[config.mk]
export PLATFORM = sky130hd
export DESIGN_NAME = idex_issue
export DESIGN_NICKNAME = d
export VERILOG_FILES = /design/src/rtl/idex_issue.sv
export SDC_FILE = /design/constraint.sdc
export NUM_CORES = 1
export LEC_CHECK = 0
export CAP_MARGIN = 20
export CORE_MARGIN = 3
export CORE_UTILIZATION = 57
export CTS_CLUSTER_SIZE = 12
export DETAILED_ROUTE_END_ITERATION = 6
export PLACE_DENSITY_LB_ADDON = 0.08
export SLEW_MARGIN = 20
export SYNTH_ARGS = -nofsm -noshare
export SYNTH_HDL_FRONTEND = slang
export SYNTH_SLANG_ARGS = --single-unit
[constraint.sdc]
create_clock -name clk -period 4.6 [get_ports clk]
set_clock_uncertainty 0.1 [all_clocks]
set_input_delay 0.69 -clock clk [delete_from_list [all_inputs] [get_ports clk]]
set_output_delay 0.69 -clock clk [all_outputs]
set_load 0.01 [all_outputs]
[src/rtl/idex_issue.sv]
// In-order issue stage between decode and the EX reservation stations.
// Decoded instructions wait in a small FIFO. Their pending operands capture ROB
// broadcasts. The head entry issues when its target unit has room.
module idex_issue #(
  parameter int TAG_W    = 5,
  parameter int DATA_W   = 32,
  parameter int OP_W     = 6,
  parameter int UNIT_NUM = 2,
  parameter int UNIT_W   = 1,
  parameter int DEPTH    = 2
) (
  input  logic                clk,
  input  logic                rst,
  input  logic                flush,
  input  logic                dec_valid,
  output logic                dec_ready,
  input  logic [UNIT_W-1:0]   dec_unit,
  input  logic [TAG_W-1:0]    dec_target,
  input  logic [OP_W-1:0]     dec_op,
  input  logic [TAG_W-1:0]    dec_tag1,
  input  logic [TAG_W-1:0]    dec_tag2,
  input  logic [DATA_W-1:0]   dec_val1,
  input  logic [DATA_W-1:0]   dec_val2,
  input  logic                bc_valid,
  input  logic [TAG_W-1:0]    bc_tag,
  input  logic [DATA_W-1:0]   bc_val,
  input  logic [UNIT_NUM-1:0] full,
  output logic                ex_ce,
  output logic [UNIT_W-1:0]   ex_unit,
  output logic [TAG_W-1:0]    ex_target,
  output logic [OP_W-1:0]     ex_op,
  output logic [TAG_W-1:0]    ex_tag1,
  output logic [TAG_W-1:0]    ex_tag2,
  output logic [DATA_W-1:0]   ex_val1,
  output logic [DATA_W-1:0]   ex_val2
);

  localparam logic [TAG_W-1:0] TAG_INVALID = '1;
  localparam int PTR_W = (DEPTH > 1) ? $clog2(DEPTH) : 1;
  localparam int CNT_W = PTR_W + 1;

  typedef struct packed {
    logic [TAG_W-1:0]  tag;
    logic [DATA_W-1:0] val;
  } opnd_t;

  typedef struct packed {
    logic [UNIT_W-1:0] unit;
    logic [TAG_W-1:0]  target;
    logic [OP_W-1:0]   op;
    opnd_t             src1;
    opnd_t             src2;
  } entry_t;

  // A pending operand whose producer is broadcasting picks up the result.
  // Operands that are already valid are never touched, even if bc_tag is all-ones.
  function automatic opnd_t snoop(input opnd_t o, input logic bv,
                                  input logic [TAG_W-1:0] bt,
                                  input logic [DATA_W-1:0] bval);
    opnd_t r;
    r = o;
    if (bv && (o.tag != TAG_INVALID) && (o.tag == bt)) begin
      r.tag = TAG_INVALID;
      r.val = bval;
    end
    return r;
  endfunction

  entry_t            mem_q [DEPTH];
  entry_t            mem_d [DEPTH];
  logic [PTR_W-1:0]  rd_ptr_q, rd_ptr_d;
  logic [PTR_W-1:0]  wr_ptr_q, wr_ptr_d;
  logic [CNT_W-1:0]  count_q, count_d;
  logic              ex_ce_q, ex_ce_d;
  entry_t            ex_q, ex_d;

  entry_t            head;
  entry_t            new_entry;
  logic              head_valid;
  logic              unit_full;
  logic              unit_ok;
  logic              push;
  logic              pop;

  // Next-state: FIFO bookkeeping, operand snooping and issue selection.
  always_comb begin
    head       = mem_q[rd_ptr_q];
    head_valid = (count_q != '0);

    // An out-of-range unit index never sees room, so such an entry stalls for good.
    unit_full = 1'b1;
    unit_ok   = 1'b0;
    for (int i = 0; i < UNIT_NUM; i++) begin
      if (head.unit == UNIT_W'(i)) begin
        unit_full = full[i];
        unit_ok   = 1'b1;
      end
    end

    // Readiness depends only on occupancy; a simultaneous pop never frees a slot early.
    dec_ready = (count_q < CNT_W'(DEPTH));
    push      = dec_valid && dec_ready && !flush;
    pop       = head_valid && !unit_full && !flush;

    for (int i = 0; i < DEPTH; i++) begin
      mem_d[i]      = mem_q[i];
      mem_d[i].src1 = snoop(mem_q[i].src1, bc_valid, bc_tag, bc_val);
      mem_d[i].src2 = snoop(mem_q[i].src2, bc_valid, bc_tag, bc_val);
    end

    new_entry.unit     = dec_unit;
    new_entry.target   = dec_target;
    new_entry.op       = dec_op;
    new_entry.src1     = snoop('{tag: dec_tag1, val: dec_val1}, bc_valid, bc_tag, bc_val);
    new_entry.src2     = snoop('{tag: dec_tag2, val: dec_val2}, bc_valid, bc_tag, bc_val);
    if (push) begin
      mem_d[wr_ptr_q] = new_entry;
    end

    ex_ce_d = pop;
    ex_d    = ex_q;
    if (pop) begin
      ex_d      = head;
      ex_d.src1 = snoop(head.src1, bc_valid, bc_tag, bc_val);
      ex_d.src2 = snoop(head.src2, bc_valid, bc_tag, bc_val);
    end

    rd_ptr_d = rd_ptr_q;
    wr_ptr_d = wr_ptr_q;
    count_d  = count_q;
    if (flush) begin
      rd_ptr_d = '0;
      wr_ptr_d = '0;
      count_d  = '0;
    end else begin
      if (push) wr_ptr_d = wr_ptr_q + PTR_W'(1);
      if (pop)  rd_ptr_d = rd_ptr_q + PTR_W'(1);
      count_d = count_q + CNT_W'(push) - CNT_W'(pop);
    end
  end

  // FIFO payload storage; contents are meaningless until written, so no reset.
  always_ff @(posedge clk) begin
    for (int i = 0; i < DEPTH; i++) begin
      mem_q[i] <= mem_d[i];
    end
  end

  // Control state and the registered issue interface.
  always_ff @(posedge clk or negedge rst) begin
    if (!rst) begin
      rd_ptr_q       <= '0;
      wr_ptr_q       <= '0;
      count_q        <= '0;
      ex_ce_q        <= 1'b0;
      ex_q.unit      <= '0;
      ex_q.target    <= TAG_INVALID;
      ex_q.op        <= '0;
      ex_q.src1.tag  <= TAG_INVALID;
      ex_q.src1.val  <= '0;
      ex_q.src2.tag  <= TAG_INVALID;
      ex_q.src2.val  <= '0;
    end else begin
      rd_ptr_q <= rd_ptr_d;
      wr_ptr_q <= wr_ptr_d;
      count_q  <= count_d;
      ex_ce_q  <= ex_ce_d;
      ex_q     <= ex_d;
    end
  end

  assign ex_ce     = ex_ce_q;
  assign ex_unit   = ex_q.unit;
  assign ex_target = ex_q.target;
  assign ex_op     = ex_q.op;
  assign ex_tag1   = ex_q.src1.tag;
  assign ex_val1   = ex_q.src1.val;
  assign ex_tag2   = ex_q.src2.tag;
  assign ex_val2   = ex_q.src2.val;

  // A head entry aimed at a nonexistent unit would block the stage forever.
  a_unit_in_range: assert property (@(posedge clk) disable iff (!rst) head_valid |-> unit_ok);

endmodule

==> impl_summary.txt <==
----------------------------------------------------
[Pwr]
  Internal portion of total power ... 6450 uW
  Leakage power ... 0.00641 uW
  PD cells ... 638 nW/um2
  Switching power share of the total ... 32.9%
  Switching power ... 3170 uW
  Max rail drop VDD ... 0.417 mV
  Proportion of power drawn by the clock network ... 21.3%
  Sequential share of power ... 41.7%
  Proportion of power drawn by combinational gates ... 37.0%
  Sum of internal, switching and leakage power ... 9620 uW

[Die]
  Die area ... 22700 um2
  I/O pin count ... 218
  Number of rows in the core area ... 52
  Core Area ... 20400 um2
  X dimension of the die ... 151 um
  Die Ht ... 151 um
  Starting Density ... 58.5%

[Place]
  Routability congestion estimate from global placement ... 0.921
  Number of input and output port buffers inserted ... 217
  Placed wire-length estimate ... 21.3 mm

[Clock network]
  Clock latency on the worst-skew pair ... 0.53 ns
  Clock-pin slew reported for the worst setup and hold paths after clock tree synthesis ... 0.06 ns
  Number of buffers between clock root and the deepest sink ... 3
  Clock tree sinks ... 263
  Setup fix buffers added after clock tree synthesis ... 0
  Root buffer cell ... sky130_fd_sc_hd__clkbuf_16
  H-tree levels ... 1
  Number of clock buffers inserted by TritonCTS ... 27
  CTS resizes ... 0
  CTS tree ... done
  Hold Buf Count CTS ... 0

[Synth]
  Most frequent cell after synthesis ... sky130_fd_sc_hd__inv_1
  Synth top area share ... 24.8%
  Primary FF master, synth ... sky130_fd_sc_hd__dfxtp_1
  Synth async-reset ratio ... 34.6%
  Proportion of synthesized chip area in sequential cells ... 50.1%
  Cells taking the most area after synthesis ... sky130_fd_sc_hd__dfxtp_1, sky130_fd_sc_hd__dfrtp_1, sky130_fd_sc_hd__a222oi_1
  Largest area contributor in the synthesized netlist ... sky130_fd_sc_hd__dfxtp_1
  Avg Cell Area, Syn ... 10.6 um2
  Number of synthesized flops with an enable pin ... 24
  Most used standard cells in the synthesized netlist ... sky130_fd_sc_hd__inv_1, sky130_fd_sc_hd__dfxtp_1, sky130_fd_sc_hd__a222oi_1
  Synthesized instance count ... 1131
  Number of warnings issued by yosys ... 0
  Library cells used by synthesis ... 48
  Post-synthesis register bit count ... 263
  Synthesized cell area ... 11900 um2
  Post-Syn Nets ... 1263

[STA]
  Final setup viols ... 0
  Final hold violations ... 0
  Number of pins with negative max-slew slack in the final report ... 0
  Share of the clock period used by the worst path ... 77.9%
  Maximum frequency from static timing analysis ... 279 MHz
  Setup total negative slack ... 0 ns
  Relative slew margins ... 25.1%
  Measured slew at the worst slew-check pin ... 1.12 ns
  Final period demand of the worst path ... 3.58 ns
  Unrepaired setup endpoints after global routing ... false

[GRT]
  Pin count of the biggest net entering global routing ... 144
  Antenna violations before repair ... 0
  Leftover overflow at the end of global routing ... 0
  Vias in the first global route ... 10100
  Total routing resource utilization after global routing ... 30.6%
  Wire length of the first global-routing pass ... 55.3 mm

[Cells and area]
  Fraction of layout instances using a drive strength above 1 ... 6.91%
  Layout overhead on the synthesized area ... 26.2%
  Number of diodes added for antenna fixing ... 0
  Total number of nets in the final design ... 1428

[Worst setup path]
  Capturing element type of the critical path ... register
  Minimum setup slack among reg-to-reg paths ... 1.02 ns
  Slowest-stage cell, CP ... sky130_fd_sc_hd__or4b_2
  Slowest cell delay on critical path ... 1.11 ns
  Launch point of the worst path ... rd_ptr_q
  Classification of the worst setup path ... reg -> reg
  Worst path cell trace ... mux2i_1, mux2_2, nor3_4, or4b_2, o221a_1
  Largest fanout on the critical path ... 32
  Kind of launch point of the worst setup path ... register
  Cells on worst reg2reg path ... 5
  Critical register-to-register path startpoint ... rd_ptr_q
  Arrival time of data at the critical path endpoint ... 3.89 ns
  Required time of the critical path ... 4.91 ns
  Worst reg2reg path endpoint ... ex_val2[20]

[Detailed routing]
  Residual DRC ... 3
  Post-DRT Antenna Nets ... 0
  Wire length after detailed routing ... 35.8 mm
  Via count ... 10300
  Drt initial violations ... 1503
  Count of TritonRoute iterations in the first routing pass ... 7
  Avg Vias per Cell ... 6.48
  Average wire per standard cell ... 22.6 um

[Status]
  Violated checks ... design-rule violations
  Result of the run ... finished, violations left

[Min path]
  Worst min-delay path category ... in -> async

[Flow run]
  Max Cap Viol ... 0

----------------------------------------------------
==> through the flow <==
stage	instance area (um2)	instances	setup WS (ns)	util (%)	hold slack [ns]
after floorplan	11900	1131	1.77	-	0.294
after global placement	14300	1537	1.03	69.8	0.364
after detailed placement	14300	1537	0.988	69.8	0.369
after CTS	15100	1586	1.04	73.8	0.184
after global routing	15100	1586	0.904	73.8	0.212
final	15100	1586	1.02	73.8	0.158
==> area by class of cell <==
class | count | area, um2
clock buffer | 48 | 805
clock inverter | 1 | 6.26
fill | 1489 | 5350
inverter | 250 | 938
multi-input combinational | 521 | 4710
sequential | 263 | 5980
tap | 270 | 338
timing repair buffer | 233 | 2300
==> flip-flops by register name, indices dropped and copies added (netlist names), named ones only <==
name       cells
count_q        2
ex_ce          1
ex_op          6
ex_tag1        5
ex_tag2        5
ex_target      5
ex_unit        1
ex_val1       32
ex_val2       32
mem_q        148
rd_ptr_q       1
wr_ptr_q       1
==> critical path: cells and delay by family (launching register included) <==
kind	cells	cell delay (ns)
muxes	2	0.73
DFF	1	0.80
AOI/OAI and AO/OA	1	0.40
and+or+nand+nor	2	1.42
==> worst max path at each step <==
stage                               to  slack, ns
after floorplan             count_q[0]       1.77
after global placement    mem_q[0][53]       1.03
after detailed placement  mem_q[0][55]       0.99
after CTS                  ex_val2[20]       1.04
after global routing       ex_val2[25]       0.90
final                      ex_val2[20]       1.02
==> power by group through the flow <==
stage | registers, uW | clock network (uW) | logic (uW)
after floorplan | 4040 | 0 | 1950
after global placement | 4000 | 0 | 3420
after detailed placement | 4030 | 0 | 3520
after CTS | 4000 | 2060 | 3540
after global routing | 4110 | 2160 | 3850
final | 4010 | 2050 | 3560
==> cells in the final DEF (no fill, tap or decap), drive strengths merged, types with 17 or more instances in the layout <==
master and n:
nor2 35, buf 17, o221a 64, edfxtp 24
xor2 21, dfrtp 76, mux2i 86, a222oi 128
inv 251, o311ai 64, clkbuf 48, dfxtp 148
clkdlybuf4s50 216
==> per-layer routing <==
layer / up-vias / GRT usage [%] / part of all wire [%]
met5: - / 0 / 0
met2: 580 / 49.3 / 47
met1: 5046 / 42.6 / 41
met3: 59 / 5.63 / 10
met4: 0 / 8.84 / 2.2
li1: 4594 / - / -
==> logic make-up after synthesis <==
kind of cell    count (synthesis)  synth area share (%)
buf+inv                       347                  11.4
mux                            91                  7.68
flops                         263                  50.1
xor+xnor                       35                  2.57
compound gates                316                  24.9
fa+ha+maj                       2                 0.209
simple gates                   77                  3.15
Power figures use the tool's default switching activity.
